**config.mk**
```make
export PLATFORM = sky130hd
export DESIGN_NAME = fetch_ctrl
export DESIGN_NICKNAME = d
export VERILOG_FILES = /design/src/rtl/fetch_ctrl.sv
export SDC_FILE = /design/constraint.sdc
export NUM_CORES = 1
export LEC_CHECK = 0
export CORE_MARGIN = 3
export CORE_UTILIZATION = 35
export DETAILED_ROUTE_END_ITERATION = 8
export PLACE_DENSITY = 0.72
export SLEW_MARGIN = 20
export SYNTH_ARGS = -nofsm -noshare
export SYNTH_HDL_FRONTEND = slang
export SYNTH_SLANG_ARGS = --single-unit
```
**constraint.sdc**
```tcl
create_clock -name clk -period 5.1 [get_ports clk]
set_input_delay 0.765 -clock clk [delete_from_list [all_inputs] [get_ports clk]]
set_output_delay 0.765 -clock clk [all_outputs]
set_load 0.05 [all_outputs]
```
**src/rtl/fetch_ctrl.sv**
```systemverilog
// fetch_ctrl -- IF-stage sequencer.
//   Owns the fetch PC and drives a req/ready handshake to instruction memory.
//   Presents at most one fetched instruction per cycle to the IF/DE register.
//   Redirects come from decode (predicted taken) and from the branch-not-taken
//   flush, which wins when both are asserted. A one-entry hold buffer absorbs
//   a memory return that lands while IF/DE is stalled.
// Ports:
//   clk, rst_n                 clock, async active-low reset
//   stall                      IF/DE not accepting this cycle
//   redirect_en/redirect_pc    decode predicted-taken target
//   flush_en/flush_pc          misprediction restore (fall-through PC)
//   imem_req/imem_addr         fetch request to memory
//   imem_ready/imem_rdata      memory completion + instruction
//   instr_valid/instr/pc/pc_inc4  IF/DE slot
//   fetch_cnt/stall_cnt        perf counters, present only with FETCH_CTRL_PERF_EN
module fetch_ctrl #(
  parameter int          N        = 32,
  parameter logic [N-1:0] RESET_PC = '0
) (
  input  logic         clk,
  input  logic         rst_n,
  input  logic         stall,
  input  logic         redirect_en,
  input  logic [N-1:0] redirect_pc,
  input  logic         flush_en,
  input  logic [N-1:0] flush_pc,
  output logic         imem_req,
  output logic [N-1:0] imem_addr,
  input  logic         imem_ready,
  input  logic [N-1:0] imem_rdata,
  output logic         instr_valid,
  output logic [N-1:0] instr,
  output logic [N-1:0] pc,
  output logic [N-1:0] pc_inc4
`ifdef FETCH_CTRL_PERF_EN
  ,output logic [31:0] fetch_cnt
  ,output logic [31:0] stall_cnt
`endif
);

  typedef enum logic [1:0] {S_IDLE, S_REQ, S_HOLD, S_DISCARD} state_t;

  state_t       r_state;
  logic [N-1:0] r_fpc;    // next address to fetch (redirect target while discarding)
  logic [N-1:0] r_addr;   // address currently on the bus
  logic         r_req;
  logic         r_valid;
  logic [N-1:0] r_instr;
  logic [N-1:0] r_pc;
  logic [N-1:0] r_pc4;
  logic [N-1:0] r_buf;

  logic         w_redir;
  logic [N-1:0] w_tgt;
  logic         w_free;
  logic         w_load;
  logic [N-1:0] w_ld_data;
  logic [N-1:0] w_fpc4;

  assign w_redir   = flush_en | redirect_en;
  assign w_tgt     = flush_en ? flush_pc : redirect_pc;
  assign w_free    = !r_valid || !stall;
  assign w_fpc4    = r_fpc + N'(4);
  // A redirect suppresses any slot load in the same cycle: that data is stale.
  assign w_load    = !w_redir && w_free &&
                     ((r_state == S_REQ && imem_ready) || r_state == S_HOLD);
  assign w_ld_data = (r_state == S_HOLD) ? r_buf : imem_rdata;

  always_ff @(posedge clk or negedge rst_n) begin
    if (!rst_n) begin
      r_state <= S_IDLE;
      r_fpc   <= RESET_PC;
      r_addr  <= RESET_PC;
      r_req   <= 1'b0;
      r_valid <= 1'b0;
      r_instr <= '0;
      r_pc    <= '0;
      r_pc4   <= '0;
      r_buf   <= '0;
    end else begin
      if (r_valid && !stall) r_valid <= 1'b0;
      if (w_load) begin
        r_valid <= 1'b1;
        r_instr <= w_ld_data;
        r_pc    <= r_fpc;
        r_pc4   <= w_fpc4;
        r_fpc   <= w_fpc4;
      end

      if (w_redir) begin
        r_valid <= 1'b0;
        r_fpc   <= w_tgt;
        r_req   <= 1'b1;
        // An outstanding request is never withdrawn: keep its address until
        // the memory completes it, then issue the target.
        if ((r_state == S_REQ || r_state == S_DISCARD) && !imem_ready) begin
          r_state <= S_DISCARD;
        end else begin
          r_state <= S_REQ;
          r_addr  <= w_tgt;
        end
      end else begin
        case (r_state)
          S_IDLE: begin
            r_state <= S_REQ;
            r_req   <= 1'b1;
            r_addr  <= r_fpc;
          end
          S_REQ: begin
            if (imem_ready) begin
              if (w_free) begin
                r_addr <= w_fpc4;
              end else begin
                r_buf   <= imem_rdata;
                r_state <= S_HOLD;
                r_req   <= 1'b0;
              end
            end
          end
          S_HOLD: begin
            if (w_free) begin
              r_state <= S_REQ;
              r_req   <= 1'b1;
              r_addr  <= w_fpc4;
            end
          end
          S_DISCARD: begin
            if (imem_ready) begin
              r_state <= S_REQ;
              r_addr  <= r_fpc;
            end
          end
          default: r_state <= S_IDLE;
        endcase
      end
    end
  end

  assign imem_req    = r_req;
  assign imem_addr   = r_addr;
  assign instr_valid = r_valid;
  assign instr       = r_instr;
  assign pc          = r_pc;
  assign pc_inc4     = r_pc4;

`ifdef FETCH_CTRL_PERF_EN
  logic [31:0] r_fetch_cnt;
  logic [31:0] r_stall_cnt;

  always_ff @(posedge clk or negedge rst_n) begin
    if (!rst_n) begin
      r_fetch_cnt <= '0;
      r_stall_cnt <= '0;
    end else begin
      if (w_load)           r_fetch_cnt <= r_fetch_cnt + 32'd1;
      if (r_valid && stall) r_stall_cnt <= r_stall_cnt + 32'd1;
    end
  end

  assign fetch_cnt = r_fetch_cnt;
  assign stall_cnt = r_stall_cnt;
`endif

endmodule

```
* Word level (Yosys, flattened, before mapping)
Cells that the tools add are included.
** Storage, ports and cells
- Register bits after elaboration :: 196
- Logic and storage cells :: 66
** Cells by class
- Bitwise logic cells :: 3
- Add/subtract/negate cells :: 1
- Reductions and logical operators :: 20
- Multiplexer cells :: 25
- Equal/unequal tests :: 8
** Operator list (number)
- $mux W32 :: 9
- $pmux W32 S4 :: 1
- $add A32 B3 Y32 const B :: 1
- $mux W2 :: 6
- $ne A3 B3 Y1 const B :: 4
- $reduce_and A4 Y1 :: 3
- $pmux W2 S4 :: 1
- $mux W1 :: 7
- $logic_and A1 B1 Y1 :: 5
- $eq A2 B2 Y1 const B :: 2
- $logic_not A1 Y1 :: 4
- $reduce_bool A4 Y1 :: 1
- $logic_or A1 B1 Y1 :: 3
- $pmux W1 S3 :: 1
- $reduce_and A3 Y1 :: 1
- $reduce_bool A3 Y1 :: 1
- $eq A2 B1 Y1 const B :: 1
- $logic_not A2 Y1 :: 1
- $ne A2 B2 Y1 const B :: 1
- $not A1 Y1 :: 2
- $reduce_bool A2 Y1 :: 1
- $or A1 B1 Y1 :: 1

* Depth between registers and ports, before layout
- Depth after elaboration :: 6
- Mapped depth :: 11

* Worst setup path before layout
OpenSTA, ideal clock, no wires.
- Kind :: in2reg
- From :: in stall
- To :: reg r_pc4[30], in the netlist pc_inc4[30]
- Cell stages on the path :: 7
- Required time :: 5.031 ns
- Arrival time :: 2.205 ns
- Setup time :: 0.069 ns
- Buffers on the path :: 2
- Slack :: 2.826 ns
- Cells stage by stage :: and2_1 > clkbuf_1 > nor2_2 > nand2_1 > buf_2 > or4_1 > nand3_1
** Between the ends
- Cells in the longest elaborated chain, start to end :: 4
** Ends and longest elaborated chain
- start: declaration :: RTL line 22 : input logic stall,
- $logic_not A1 Y1 :: RTL line 62 : assign w_free = !r_valid || !stall;
- $logic_or A1 B1 Y1 :: RTL line 62
- $logic_and A1 B1 Y1 (2 in a row) :: RTL line 65 : assign w_load = !w_redir && w_free &&
- end signal: assignment :: RTL line 86 : r_pc4 <= w_fpc4;
- end: declaration :: RTL line 50 : logic [N-1:0] r_pc4;
No other way between the ends.
A chain may end at the register's enable or synchronous reset.

* Worst setup path after layout
- From :: in stall
- To :: reg r_pc[6], in the netlist pc[6]
** Between the ends
- Cells in the longest elaborated chain, start to end :: 4
** Ends and longest elaborated chain
- $logic_not A1 Y1 :: RTL line 62
- $logic_or A1 B1 Y1 :: RTL line 62
- $logic_and A1 B1 Y1 (2 in a row) :: RTL line 65
- end signal: assignment :: RTL line 85 : r_pc <= r_fpc;
- end: declaration :: RTL line 49 : logic [N-1:0] r_pc;
No other way between the ends.

==> metrics <==
CTS H-Tree Depth=4; clock buffer count from CTS=17; first-pass GRT wire length=44,600 µm; cts repair resizes=0; nets@finish=1,225; Max IR drop VDD=0.000265 V; kind of critical path=in -> reg; Syn. warnings=0; fmax=334 MHz; crit path time final=3.00 ns; core area=0.0270 mm²; # placed instances=1,440; Final Util=46.9%; Initial DRC Count=533; drt wl/cell=19.6 µm; setup TNS=0 ns; Setup WS pre-CTS=1.61 ns; EDFF count, synth=0; DRT Pass-1 Iters=6; I/O pin total=232; Yosys reg bits=194; post-synth cell types=60; cell area power density=448 mW/mm²; GRT Resource Usage Total=19.4%; Synth top area share=50.2%; Critical Path AT=3.32 ns; layout cells sized above 1=11.1%; Gate Count Post-Synth=947; PortBufs=231; largest net degree at the start of global routing=99; Syn Area/Cell=10.2 µm²; Site Rows=60; clk buf depth=2; clock sinks=194; status=complete, no violations; # Max-Cap Violations=0; Die Area=0.0296 mm²; Critical Path RT=5.42 ns; WL final=28,900 µm; DRC=0; Synth area leaders=dfrtp_1 50%, mux2_2 7.2%, nand2_1 5.1%, o21ai_0 4.9%, xnor2_1 4.3%; Tot Pwr=0.00568 W; leak pwr=5.08 nW; initial core utilization=35.7%; setup repair after global routing missed its margin=false; Primary FF master, synth=dfrtp_1; Max-slew headroom=31.3%; Hold-fix buffers, CTS=0; fin crit share=58.7%; Routed Antenna Nets=0; die width=172 µm; Synth-to-Final Area Change=31.3%; vias in the first global route=7,945; Final Hold Viols=0; Mapped Area=0.00966 mm²; Crit Path Max Fanout=67; post-synthesis async set-or-reset flop share=100%; Post-Syn Nets=1,054; Startpoint Class=primary input; Worst-Skew Late Latency=0.44 ns; Non-Filler Instances=1,474; Final GP Congestion=0.848; setup violators final=0; clock-pin slew on the worst setup and hold paths=0.07 ns; initial antenna violation count=6; gr ovfl total=0; Root Buffer Master=clkbuf_16; CTS tree=yes; Max Slew Vio Count=0; final worst slack=2.10 ns; worst slew pin tran=1.03 ns; Fin Clk Skew=0.0135 ns; Vias per Instance=5.33; Vias=7,855; Die Span Y=172 µm; Min-Delay Path Class=in -> async; sequential element share of the synthesized area=50.2%; DP HPWL=20,200 µm; top cell type by total area after synthesis=dfrtp_1; Post-CTS Setup Inserts=0; Critical Path End Type=flop
==> synthesized netlist by cell type, types with 9 or more instances <==
master / n
a21oi_1: 14
a22oi_1: 22
a31oi_1: 12
buf_2: 26
buf_4: 13
clkbuf_1: 44
dfrtp_1: 194
mux2_2: 62
mux2i_1: 34
nand2_1: 131
nand3_1: 31
nand4_1: 11
nor2_1: 33
nor3_1: 25
nor4_1: 10
o211ai_1: 9
o21ai_0: 95
o221ai_1: 13
xnor2_1: 47
xor2_1: 20
==> metal layers <==
| metal | global-route usage (%) | wire [µm] | vias to the layer above | part of all wire [%] |
|---|---|---|---|---|
| met5 | 0 | 66 | - | 0.23 |
| met4 | 5.17 | 505 | 10 | 1.7 |
| met3 | 6.56 | 2670 | 44 | 9.3 |
| met2 | 32.1 | 13600 | 296 | 47 |
| met1 | 24.6 | 12100 | 3825 | 42 |
| li1 | - | - | 3680 | - |
==> where the power goes <==
part | switching, W | internal [W] | total [W]
clock | 0.000654 | 0.000739 | 0.00139
combinational | 0.00143 | 0.000755 | 0.00219
sequential | 0.000247 | 0.00185 | 0.00210
==> stage by stage <==
step	cell area, µm²	hold WS (ns)
global placement	12100	0.463
finish	12700	0.379
detailed placement	12100	0.472
global route	12700	0.447
floorplan	9660	0.458
CTS	12700	0.437
==> final cells by class <==
type / instances / area [µm²]
Sequential cell: 194 / 4850
Inverter: 8 / 30.0
Tap cell: 341 / 427
Clock inverter: 15 / 170
Antenna cell: 2 / 5.00
Clock buffer: 17 / 425
Fill cell: 2511 / 14300
Multi-Input combinational cell: 655 / 4370
Timing Repair Buffer: 242 / 2410
==> flip-flops by register name, indices dropped and copies added, names as in the netlist <==
name,flops
instr,32
instr_valid,1
imem_req,1
imem_addr,32
pc_inc4,30
r_state,2
r_buf,32
pc,32
r_fpc,32
==> cells by family after synthesis <==
| logic type | synth area share, % |
|---|---|
| AND/OR/NAND/NOR | 14.7 |
| adder cells (fa/ha/maj) | 0.648 |
| multiplexers | 11.0 |
| buffers and inverters | 4.80 |
| AO/OA/AOI/OAI | 12.5 |
| XOR/XNOR | 6.07 |
| flip-flops | 50.2 |
==> layout by cell type, fill, tap and decap left out, types with 5 or more instances in the layout <==
master / n
a21oi_1: 14
a22oi_1: 22
a31oi_1: 11
and2_1: 6
and3_1: 6
and4_1: 5
buf_4: 10
clkbuf_16: 17
clkdlybuf4s50_1: 229
dfrtp_1: 194
inv_1: 8
mux2_2: 62
mux2i_1: 34
nand2_1: 130
nand3_1: 31
nand4_1: 11
nor2_1: 32
nor3_1: 24
nor4_1: 10
o211ai_1: 9
o21ai_0: 95
o221ai_1: 13
o31ai_1: 6
or4_1: 7
xnor2_1: 47
xor2_1: 20
==> final timing paths <==
kind                                     startpoint                       end  slack [ns]  cells past startpoint
max                                           stall         pc[6]$_DFFE_PN0P_        2.10                      6
min                                           rst_n        pc[14]$_DFFE_PN0P_        0.38                      1
max reg2reg                  r_state[1]$_DFFE_PN0P_         pc[6]$_DFFE_PN0P_        2.12                      7
min reg2reg                imem_addr[0]$_DFFE_PN0P_  imem_addr[0]$_DFFE_PN0P_        0.48                      2
max in group asynchronous                     rst_n     r_buf[13]$_DFFE_PN0P_        3.73                      2
min in group clk           imem_addr[0]$_DFFE_PN0P_  imem_addr[0]$_DFFE_PN0P_        0.48                      2
==> critical path: stages <==
cell,delay (ns)
clkdlybuf4s50_1,0.45
and2_1,0.26
nor2_2,0.52
nand2_4,0.50
buf_4,0.44
mux2_2,0.31
No activity file was read; power rests on OpenSTA's default activity.
